$ cat src/rtl/debug_ram_write_arbiter_if.sv
// Bundle of requester-side and RAM-side signals around the debug RAM write arbiter.
// Latency: none (wires only).
// Backpressure: requesters wait for gnt; the RAM side has no backpressure.
// Ports: req/req_we/req_last/req_addr/req_data from requesters; gnt/owner back to them;
//   ram_en/ram_addr/ram_data to RAM port A; forced_release as a status pulse.
interface debug_ram_write_arbiter_if #(
  parameter int NREQ   = 2,
  parameter int ADDR_W = 10,
  parameter int DATA_W = 8
);
  logic [NREQ-1:0]        req;
  logic [NREQ-1:0]        req_we;
  logic [NREQ-1:0]        req_last;
  logic [NREQ*ADDR_W-1:0] req_addr;
  logic [NREQ*DATA_W-1:0] req_data;
  logic [NREQ-1:0]        gnt;
  logic [1:0]             owner;
  logic                   ram_en;
  logic [ADDR_W-1:0]      ram_addr;
  logic [DATA_W-1:0]      ram_data;
  logic                   forced_release;

  // Requester/RAM side of the bundle.
  modport master (
    output req, req_we, req_last, req_addr, req_data,
    input  gnt, owner, ram_en, ram_addr, ram_data, forced_release
  );

  // Arbiter side of the bundle.
  modport slave (
    input  req, req_we, req_last, req_addr, req_data,
    output gnt, owner, ram_en, ram_addr, ram_data, forced_release
  );
endinterface

$ cat src/rtl/debug_ram_write_arbiter.sv
// Round-robin arbiter giving one requester at a time burst-limited ownership of debug RAM port A.
// Latency: gnt 1 cycle after req in IDLE; ram_en/addr/data 1 cycle after the owner's write strobe.
// Backpressure: requesters wait for gnt; non-owner strobes are ignored; bursts are cut at MAX_BURST.
// Ports: clk (port-A clock), rst_n (synchronous, active-low), bus (slave modport):
//   in  req, req_we, req_last, req_addr, req_data (flattened per requester)
//   out gnt (one-hot), owner, ram_en, ram_addr, ram_data, forced_release
module debug_ram_write_arbiter #(
  parameter int NREQ      = 2,
  parameter int ADDR_W    = 10,
  parameter int DATA_W    = 8,
  parameter int MAX_BURST = 16
) (
  input  logic                    clk,
  input  logic                    rst_n,
  debug_ram_write_arbiter_if.slave bus
);

  typedef enum logic {
    IDLE  = 1'b0,
    GRANT = 1'b1
  } state_t;

  state_t              state_q, state_d;
  logic [NREQ-1:0]     gnt_q, gnt_d;
  logic [1:0]          owner_q, owner_d;
  logic [1:0]          prio_ptr_q, prio_ptr_d;
  logic [7:0]          burst_cnt_q, burst_cnt_d;
  logic                ram_en_q, ram_en_d;
  logic [ADDR_W-1:0]   ram_addr_q, ram_addr_d;
  logic [DATA_W-1:0]   ram_data_q, ram_data_d;
  logic                forced_release_q, forced_release_d;

  // Current owner's slice of the request bundle.
  logic                own_req;
  logic                own_we;
  logic                own_last;
  logic [ADDR_W-1:0]   own_addr;
  logic [DATA_W-1:0]   own_data;

  // Result of the round-robin search.
  logic                pick_vld;
  logic [1:0]          pick_idx;

  // Per-cycle decisions while granted.
  logic                own_wr;
  logic                burst_full;
  logic                release_now;

  // Mux the owner's request lines out of the flattened buses.
  always_comb begin
    own_req  = 1'b0;
    own_we   = 1'b0;
    own_last = 1'b0;
    own_addr = '0;
    own_data = '0;
    for (int j = 0; j < NREQ; j++) begin
      if (owner_q == 2'(j)) begin
        own_req  = bus.req[j];
        own_we   = bus.req_we[j];
        own_last = bus.req_last[j];
        own_addr = bus.req_addr[j*ADDR_W +: ADDR_W];
        own_data = bus.req_data[j*DATA_W +: DATA_W];
      end
    end
  end

  // Round-robin search starting at prio_ptr. Offsets are walked from the
  // lowest priority to the highest so the last hit, which is the closest
  // requester at or above prio_ptr, is the one that sticks.
  always_comb begin
    pick_vld = 1'b0;
    pick_idx = '0;
    for (int k = NREQ - 1; k >= 0; k--) begin
      for (int j = 0; j < NREQ; j++) begin
        if (bus.req[j] && (((int'(prio_ptr_q) + k) % NREQ) == j)) begin
          pick_vld = 1'b1;
          pick_idx = 2'(j);
        end
      end
    end
  end

  // Next-state and output logic.
  always_comb begin
    state_d          = state_q;
    gnt_d            = gnt_q;
    owner_d          = owner_q;
    prio_ptr_d       = prio_ptr_q;
    burst_cnt_d      = burst_cnt_q;
    ram_en_d         = 1'b0;
    ram_addr_d       = ram_addr_q;  // held while no write is issued
    ram_data_d       = ram_data_q;
    forced_release_d = 1'b0;
    own_wr           = 1'b0;
    burst_full       = 1'b0;
    release_now      = 1'b0;

    case (state_q)
      IDLE: begin
        gnt_d = '0;
        if (pick_vld) begin
          state_d     = GRANT;
          owner_d     = pick_idx;
          burst_cnt_d = '0;
          for (int j = 0; j < NREQ; j++) begin
            gnt_d[j] = (pick_idx == 2'(j));
          end
        end
      end

      GRANT: begin
        // A strobe only counts while the owner still holds req; a strobe in
        // the same cycle req drops is discarded.
        own_wr      = own_req & own_we;
        burst_full  = own_wr && (burst_cnt_q == 8'(MAX_BURST - 1));
        release_now = !own_req || (own_we && own_last) || burst_full;

        if (own_wr) begin
          ram_en_d    = 1'b1;
          ram_addr_d  = own_addr;
          ram_data_d  = own_data;
          burst_cnt_d = burst_cnt_q + 8'd1;
        end

        forced_release_d = burst_full;

        if (release_now) begin
          state_d    = IDLE;
          gnt_d      = '0;
          // The requester after the releasing owner gets first pick next time.
          prio_ptr_d = (owner_q == 2'(NREQ - 1)) ? 2'd0 : owner_q + 2'd1;
        end
      end

      default: begin
        state_d = IDLE;
        gnt_d   = '0;
      end
    endcase
  end

  always_ff @(posedge clk) begin
    if (!rst_n) begin
      state_q          <= IDLE;
      gnt_q            <= '0;
      owner_q          <= '0;
      prio_ptr_q       <= '0;
      burst_cnt_q      <= '0;
      ram_en_q         <= 1'b0;
      ram_addr_q       <= '0;
      ram_data_q       <= '0;
      forced_release_q <= 1'b0;
    end else begin
      state_q          <= state_d;
      gnt_q            <= gnt_d;
      owner_q          <= owner_d;
      prio_ptr_q       <= prio_ptr_d;
      burst_cnt_q      <= burst_cnt_d;
      ram_en_q         <= ram_en_d;
      ram_addr_q       <= ram_addr_d;
      ram_data_q       <= ram_data_d;
      forced_release_q <= forced_release_d;
    end
  end

  assign bus.gnt            = gnt_q;
  assign bus.owner          = owner_q;
  assign bus.ram_en         = ram_en_q;
  assign bus.ram_addr       = ram_addr_q;
  assign bus.ram_data       = ram_data_q;
  assign bus.forced_release = forced_release_q;

endmodule

$ cat src/flat_wrapper.sv
// flat-port wrapper written by rule: the top's interface ports become plain ports
module debug_ram_write_arbiter_flat 
#(
  parameter int NREQ      = 2,
  parameter int ADDR_W    = 10,
  parameter int DATA_W    = 8,
  parameter int MAX_BURST = 16
)
  (clk, rst_n, bus_req, bus_req_we, bus_req_last, bus_req_addr, bus_req_data, bus_gnt, bus_owner, bus_ram_en, bus_ram_addr, bus_ram_data, bus_forced_release);
  debug_ram_write_arbiter_if #(.NREQ(NREQ), .ADDR_W(ADDR_W), .DATA_W(DATA_W)) bus_i ();
  input  logic clk;
  input  logic rst_n;
  input wire logic [$bits(bus_i.req)-1:0] bus_req;
  input wire logic [$bits(bus_i.req_we)-1:0] bus_req_we;
  input wire logic [$bits(bus_i.req_last)-1:0] bus_req_last;
  input wire logic [$bits(bus_i.req_addr)-1:0] bus_req_addr;
  input wire logic [$bits(bus_i.req_data)-1:0] bus_req_data;
  output wire logic [$bits(bus_i.gnt)-1:0] bus_gnt;
  output wire logic [$bits(bus_i.owner)-1:0] bus_owner;
  output wire logic [$bits(bus_i.ram_en)-1:0] bus_ram_en;
  output wire logic [$bits(bus_i.ram_addr)-1:0] bus_ram_addr;
  output wire logic [$bits(bus_i.ram_data)-1:0] bus_ram_data;
  output wire logic [$bits(bus_i.forced_release)-1:0] bus_forced_release;
  assign bus_i.req = bus_req;
  assign bus_i.req_we = bus_req_we;
  assign bus_i.req_last = bus_req_last;
  assign bus_i.req_addr = bus_req_addr;
  assign bus_i.req_data = bus_req_data;
  assign bus_gnt = bus_i.gnt;
  assign bus_owner = bus_i.owner;
  assign bus_ram_en = bus_i.ram_en;
  assign bus_ram_addr = bus_i.ram_addr;
  assign bus_ram_data = bus_i.ram_data;
  assign bus_forced_release = bus_i.forced_release;
  debug_ram_write_arbiter #(.NREQ(NREQ), .ADDR_W(ADDR_W), .DATA_W(DATA_W), .MAX_BURST(MAX_BURST)) u_core (.clk(clk), .rst_n(rst_n), .bus(bus_i));
endmodule
$ cat config.mk
export PLATFORM = sky130hd
export DESIGN_NAME = debug_ram_write_arbiter_flat
export DESIGN_NICKNAME = d
export VERILOG_FILES = /design/src/rtl/debug_ram_write_arbiter_if.sv /design/src/rtl/debug_ram_write_arbiter.sv /design/src/flat_wrapper.sv
export SDC_FILE = /design/constraint.sdc
export NUM_CORES = 1
export LEC_CHECK = 0
export CORE_UTILIZATION = 60
export DETAILED_ROUTE_END_ITERATION = 12
export DONT_BUFFER_PORTS = 1
export PLACE_DENSITY = 0.73
export SYNTH_ARGS = -nofsm -noshare
export SYNTH_HDL_FRONTEND = slang
export SYNTH_SLANG_ARGS = --single-unit
$ cat constraint.sdc
create_clock -name clk -period 2.05 [get_ports clk]
set_input_delay 0.41 -clock clk [delete_from_list [all_inputs] [get_ports clk]]
set_output_delay 0.41 -clock clk [all_outputs]
set_load 0.01 [all_outputs]
==> flow_metrics.env, run 1 <==
export IMPL_fin_crit_sh=0.8489
export IMPL_cts_buffers=5
export IMPL_insertedDiodeCount=0
export IMPL_crit_arrival_ps=2010
export IMPL_final_hold_violation_count=0
export IMPL_fmax_mhz=574.6
export IMPL_startpoint="u_core.state_q$_SDFF_PN0_"
export IMPL_avgViaCountPerCell=6.328
export IMPL_clk_latency_ps=350
export IMPL_fin_setup_tns_ps=0
export IMPL_post_cts_resized=0
export IMPL_rsz0062_at_grt="no"
export IMPL_synth_top_cell_area_share=0.4317
export IMPL_async_reset_ff_frac=0
export IMPL_ys_ff_latch=33
export IMPL_drc=0
export IMPL_final_max_slew_violation_count=0
export IMPL_syn_instance_count=162
export IMPL_numClockSinks=33
export IMPL_cts_tree="yes"
export IMPL_first_global_vias=1060
export IMPL_grt_overflow=0
export IMPL_yosys_area_top_type="dfxtp_1"
export IMPL_r2r_start="u_core.state_q$_SDFF_PN0_"
export IMPL_worst_hold_slack_ps=182.0
export IMPL_fin_crit_ps=1740
export IMPL_die_width_um=52.50
export IMPL_drive_above_1_share=0.1118
export IMPL_cap_viol_max_count=0
export IMPL_syn_area_per_cell_sq_um=9.446
export IMPL_syn_cell_area_sq_mm=0.001530
export IMPL_synth_yosys_seq_area_share=0.4317
export IMPL_post_cts_buffers=0
export IMPL_cp_start_kind="flop"
export IMPL_synthesis_nets=207
export IMPL_num_vias=1196
export IMPL_final_common_cell="dfxtp_1"
export IMPL_io_pins=68
export IMPL_wl_mm=3.116
export IMPL_hold_class="primary input to flop"
export IMPL_grt_antenna_before_repair=0
export IMPL_p_per_area_mw_per_mm2=788.1
export IMPL_synth_main_ff_cell="dfxtp_1"
export IMPL_area_growth_pct=3.516
export IMPL_cts_htree_levels=2
export IMPL_gp_congestion=0.9184
export IMPL_critPathRequiredTime_ps=2320
export IMPL_ctsHoldBuffers=0
export IMPL_most_common_layout_cells="33 x dfxtp_1, 21 x nor2_1, 19 x mux2i_1, 19 x a211oi_1, 8 x nand2_1"
export IMPL_die_area_sq_mm=0.002756
export IMPL_die_height_um=52.50
export IMPL_synth_cell_types=37
export IMPL_clk_pin_slew_ps=110
export IMPL_worst_clock_skew_ps=7.588
export IMPL_clk_path_buf_depth=2
export IMPL_finalSetupViolCount=0
export IMPL_drt_iter0_drc=19
export IMPL_leakage_nw=0.5282
export IMPL_dp_hpwl_mm=2.247
export IMPL_cts_root_buf="clkbuf_4"
export IMPL_fin_cells=189
export IMPL_coreArea_sq_mm=0.002297
export IMPL_grt_max_degree=28
export IMPL_synth_edf_count=0
export IMPL_fin_nets=205
export IMPL_path_max_fanout=27
export IMPL_grt_util_all_layers=0.2447
export IMPL_grt_pass1_wl_mm=4.705
export IMPL_portBuffers=0
export IMPL_hold_start="rst_n"
export IMPL_dr_pass1_iters=4
export IMPL_final_core_util=0.6895
export IMPL_start_util=0.6661
export IMPL_placementRows=17
export IMPL_endpoint_kind="flop"
export IMPL_ant_nets=0
export IMPL_placed_cells=181
export IMPL_status="finished clean"
export IMPL_crit_type="flop to flop"
export IMPL_yosysWarnings=0
export IMPL_synthTopCellsByArea="dfxtp_1 43%, mux2i_1 12%, a211oi_1 9.3%, nor2_1 5.2%, a311oi_1 3.4%"
export IMPL_ir_drop_v=0.0008370
export IMPL_wl_per_cell_um=16.49
path summary, 6_finish.rpt:
kind,slack [ps],cells past startpoint,to
setup / recovery,310,5,u_core.bus.ram_addr[8]$_SDFFE_PN0P_
hold / removal,180,2,u_core.bus.ram_en$_SDFF_PN0_
setup reg to reg,310,5,u_core.bus.ram_addr[8]$_SDFFE_PN0P_
hold reg to reg,490,2,u_core.prio_ptr_q[0]$_SDFFE_PN0P_
critical path, cell delays in order (launching register included):
cell and delay, ps:
dfxtp_1 480, nand4_1 270, nand2_2 370, buf_12 210
nor2_1 50, a211oi_1 250
Yosys cell counts (2+ instances only):
master and n:
inv_1 4, a311oi_1 6, clkbuf_1 2, nand2_1 8
nand3_1 4, dfxtp_1 33, buf_2 4, buf_6 2
nand2b_1 3, a21oi_1 7, buf_4 3, nand4_1 4
a211oi_1 19, o21ai_0 2, nor2_1 21, mux2i_1 19
cell type report:
cell class / count / area (sq um)
timing repair buffer: 3 / 35.03
clock buffer: 5 / 37.54
fill: 175 / 713.2
inverter: 4 / 15.01
multi-input combinational: 113 / 778.2
sequential: 33 / 660.6
tap: 28 / 35.03
clock inverter: 3 / 22.52
routing by layer:
metal  vias up  global-route usage  part of all wire
met4         0              0.1184             0.019
li1        599                   -                 -
met1       547              0.2762              0.40
met3         4             0.09565             0.079
met2        46              0.3987              0.50
met5         -                   0                 0
cell families (layout without fill, tap and decap cells):
logic type               Yosys count  in the layout  share of synthesized area
AO/OA/AOI/OAI                     44             44                     0.2167
AND/OR/NAND/NOR                   48             48                     0.1570
multiplexers                      19             19                     0.1243
adder cells (fa/ha/maj)            1              1                   0.008175
other                              1              1                   0.002451
flip-flops                        33             33                     0.4317
buffers and inverters             16             15                    0.05968
where the power goes:
part | leakage [nW] | total [mW] | switching (mW) | internal (mW)
Clock | 0.0234 | 0.377 | 0.245 | 0.132
Combinational | 0.236 | 0.157 | 0.0894 | 0.0674
Sequential | 0.268 | 0.714 | 0.0392 | 0.675
through the flow:
step | setup slack (ps) | total power [mW] | cell area (sq um)
2_1_floorplan | 570.3 | 0.8586 | 1530
3_3_place_gp | 520.2 | 0.8780 | 1524
3_5_place_dp | 382.8 | 0.8861 | 1524
4_1_cts | 350.9 | 1.255 | 1584
6_report | 309.7 | 1.248 | 1584
5_1_grt | 172.6 | 1.304 | 1584
sequential cells by signal (all words and copies together), names as in the netlist:
| signal | cells |
|---|---|
| u_core.bus.ram_addr | 10 |
| u_core.burst_cnt_q | 8 |
| u_core.bus.ram_data | 8 |
| u_core.bus.gnt | 2 |
| u_core.bus.forced_release | 1 |
| u_core.bus.owner | 1 |
| u_core.bus.ram_en | 1 |
| u_core.prio_ptr_q | 1 |
| u_core.state_q | 1 |
Note: power is estimated with default switching activity, not from simulation.
==> inputs of run 2 (changes only) <==
--- a/config.mk
+++ b/config.mk
@@ -5,6 +5,7 @@
 export SDC_FILE = /design/constraint.sdc
 export NUM_CORES = 1
 export LEC_CHECK = 0
+export ABC_AREA = 1
 export CORE_UTILIZATION = 60
 export DETAILED_ROUTE_END_ITERATION = 12
 export DONT_BUFFER_PORTS = 1
==> constraint.sdc (replaced) <==
create_clock -name clk -period 1.73 [get_ports clk]
set_input_delay 0.346 -clock clk [delete_from_list [all_inputs] [get_ports clk]]
set_output_delay 0.346 -clock clk [all_outputs]
set_load 0.01 [all_outputs]
==> run 2 against run 1 <==
  * Critical path depth fell by 4
  * First-iteration DRC count rose by 47%
  * Sequential cell count did not move
  * Clock power rose by 60%
  * Sequential power rose by 17%
  * Clock skew rose by 0.94 ps
  * Combinational power rose by 15%
  * Routed wire length rose by 9.5%
  * Via count rose by 16%
  * Non-clock buffer count rose by 1
  * Synthesized area rose by 7.6%
  * Critical endpoint is now bus_owner[0]
==> flow_metrics.env, run 2 <==
export IMPL_placement_setup_worst_slack_ps=278.0
export IMPL_syn_cell_area_sq_mm=0.001647
export IMPL_io_pins=68
export IMPL_syn_instance_count=212
export IMPL_endpoint_kind="output port"
export IMPL_fin_nets=255
export IMPL_synthTopCellsByArea="dfxtp_1 40%, nand2_1 15%, o211a_1 11%, nand3_2 6.7%, nand3_1 5.2%"
export IMPL_final_common_cell="nand2_1"
export IMPL_slowest_stage="dfxtp_1"
export IMPL_num_vias=1392
export IMPL_worst_hold_slack_ps=129.8
export IMPL_die_height_um=54.39
export IMPL_synth_common_cells="66 x nand2_1, 33 x dfxtp_1, 18 x o211a_1"
export IMPL_ys_ff_latch=33
export IMPL_whs_endpoint="u_core.prio_ptr_q[0]$_SDFFE_PN0P_"
export IMPL_async_reset_ff_frac=0
export IMPL_fmax_mhz=676.6
export IMPL_insertedDiodeCount=0
export IMPL_synth_top_cell_area_share=0.4012
export IMPL_reg2reg_slack_ps=270
export IMPL_die_area_sq_mm=0.002958
export IMPL_layout_area_seq_sq_um=660.6
export IMPL_hold_path_depth=2
export IMPL_synth_yosys_seq_area_share=0.4012
export IMPL_wl_mm=3.411
export IMPL_crit_type="flop to output port"
export IMPL_cpPeakStageDelay_ps=490
export IMPL_coreArea_sq_mm=0.002545
export IMPL_synth_cell_types=26
export IMPL_rsz0062_at_grt="no"
export IMPL_drc=0
export IMPL_finalSetupViolCount=0
export IMPL_synthesis_nets=257
export IMPL_synth_edf_count=0
export IMPL_drive_above_1_share=0.1374
export IMPL_grt_pass1_wl_mm=5.216
export IMPL_critical_path_top_delay_family="flip-flops"
export IMPL_fin_setup_tns_ps=0
export IMPL_worst_clock_skew_ps=8.532
export IMPL_yosysMostFrequentCell="nand2_1"
export IMPL_placed_area_sq_mm=0.001640
export IMPL_grt_overflow=0
export IMPL_portBuffers=0
export IMPL_reg2regPathDepth=8
export IMPL_first_global_vias=1280
export IMPL_gp_congestion=0.8612
export IMPL_final_max_slew_violation_count=0
export IMPL_clk_pin_slew_ps=90
export IMPL_syn_area_per_cell_sq_um=7.767
export IMPL_crit_arrival_ps=1130
export IMPL_leakage_nw=0.8168
export IMPL_hold_class="primary input to flop"
export IMPL_clk_latency_ps=340
export IMPL_path_max_fanout=19
export IMPL_cts_htree_levels=2
export IMPL_p_per_area_mw_per_mm2=940.8
export IMPL_cts_buffers=5
export IMPL_cap_viol_max_count=0
export IMPL_cp_num_buf_inv=1
export IMPL_fin_crit_ps=1478
export IMPL_numClockSinks=33
export IMPL_multi_input_area_sq_um=862.1
export IMPL_die_width_um=54.39
export IMPL_grt_util_all_layers=0.2545
export IMPL_path_cells="buf_4"
export IMPL_design_area_sq_mm=0.001725
export IMPL_drt_iter0_drc=28
export IMPL_cp_start_kind="flop"
export IMPL_largest_reg_flops=10
export IMPL_yosys_area_top_type="dfxtp_1"
export IMPL_start_util=0.6470
export IMPL_ir_drop_v=0.001116
export IMPL_fin_crit_sh=0.8544
export IMPL_post_cts_buffers=0
export IMPL_status="finished clean"
export IMPL_clk_path_buf_depth=2
export IMPL_placementRows=18
export IMPL_final_hold_violation_count=0
export IMPL_ant_nets=0
export IMPL_synth_main_ff_cell="dfxtp_1"
export IMPL_wl_per_cell_um=14.15
export IMPL_hold_start="rst_n"
export IMPL_most_common_layout_cells="66 x nand2_1, 33 x dfxtp_1, 18 x o211a_1, 17 x nand3_1, 13 x a21oi_1"
export IMPL_r2r_start="u_core.bus.owner[0]$_SDFFE_PN0P_"
export IMPL_dr_pass1_iters=4
export IMPL_grt_antenna_before_repair=0
export IMPL_avgViaCountPerCell=5.776
export IMPL_dp_hpwl_mm=2.413
export IMPL_grt_max_degree=39
export IMPL_cts_root_buf="clkbuf_4"
export IMPL_n_fill_cell=231
export IMPL_critPathRequiredTime_ps=1380
export IMPL_yosysWarnings=0
export IMPL_cts_tree="yes"
export IMPL_post_cts_resized=0
export IMPL_area_growth_pct=4.787
export IMPL_timing_rr_end="u_core.burst_cnt_q[3]$_SDFFE_PN0P_"
export IMPL_ctsHoldBuffers=0
export IMPL_finalWorstSetupSlack_ps=252.0
==> run 2: layout make-up <==
class / instances / area share
Clock buffer: 7 / 0.03191
Clock inverter: 1 / 0.01740
Inverter: 10 / 0.02175
Multi-Input combinational cell: 156 / 0.4996
Sequential cell: 33 / 0.3829
Tap cell: 30 / 0.02175
Timing Repair Buffer: 4 / 0.02466
==> run 2: cell families (layout without fill, tap and decap cells) <==
logic type | Yosys count | in the layout | share of synthesized area
xor+xnor | 4 | 4 | 0.02128
buf+inv | 23 | 22 | 0.07523
other cells | 1 | 1 | 0.002277
fa+ha+maj | 1 | 1 | 0.007598
flops | 33 | 33 | 0.4012
simple gates | 114 | 114 | 0.3268
compound gates | 36 | 36 | 0.1656
==> run 2: worst max-delay path by stage <==
stage / startpoint / cells after the start / end / slack (ps)
detailed placement: bus_req[1] / 5 / u_core.burst_cnt_q[3]$_SDFFE_PN0P_ / 280
global route: u_core.bus.owner[0]$_SDFFE_PN0P_ / 8 / u_core.burst_cnt_q[2]$_SDFFE_PN0P_ / 130
CTS: u_core.bus.owner[0]$_SDFFE_PN0P_ / 1 / bus_owner[0] / 250
finish: u_core.bus.owner[0]$_SDFFE_PN0P_ / 1 / bus_owner[0] / 250
global placement: bus_req[1] / 5 / u_core.burst_cnt_q[2]$_SDFFE_PN0P_ / 310
floorplan: u_core.bus.owner[0]$_SDFFE_PN0P_ / 8 / u_core.bus.ram_addr[7]$_SDFFE_PN0P_ / 370
==> run 2: per-stage QoR <==
step                std cells    util  power, mW
global route              241  0.6780      1.685
detailed placement        233  0.6445      1.035
CTS                       241  0.6780      1.632
floorplan                 212       -      1.010
finish                    241  0.6780      1.623
global placement          233  0.6445      1.025
==> run 2: report_power, final <==
| part | switching, mW | internal [mW] |
|---|---|---|
| registers | 0.0421 | 0.796 |
| clock network | 0.260 | 0.345 |
| logic | 0.113 | 0.0671 |
| total | 0.415 | 1.21 |
==> run 2: layer usage <==
metal	global-route usage	share of wire	vias up
met5	0	0	-
met4	0.1709	0.014	0
met3	0.07500	0.074	5
met2	0.4268	0.49	53
met1	0.2741	0.42	630
li1	-	-	704
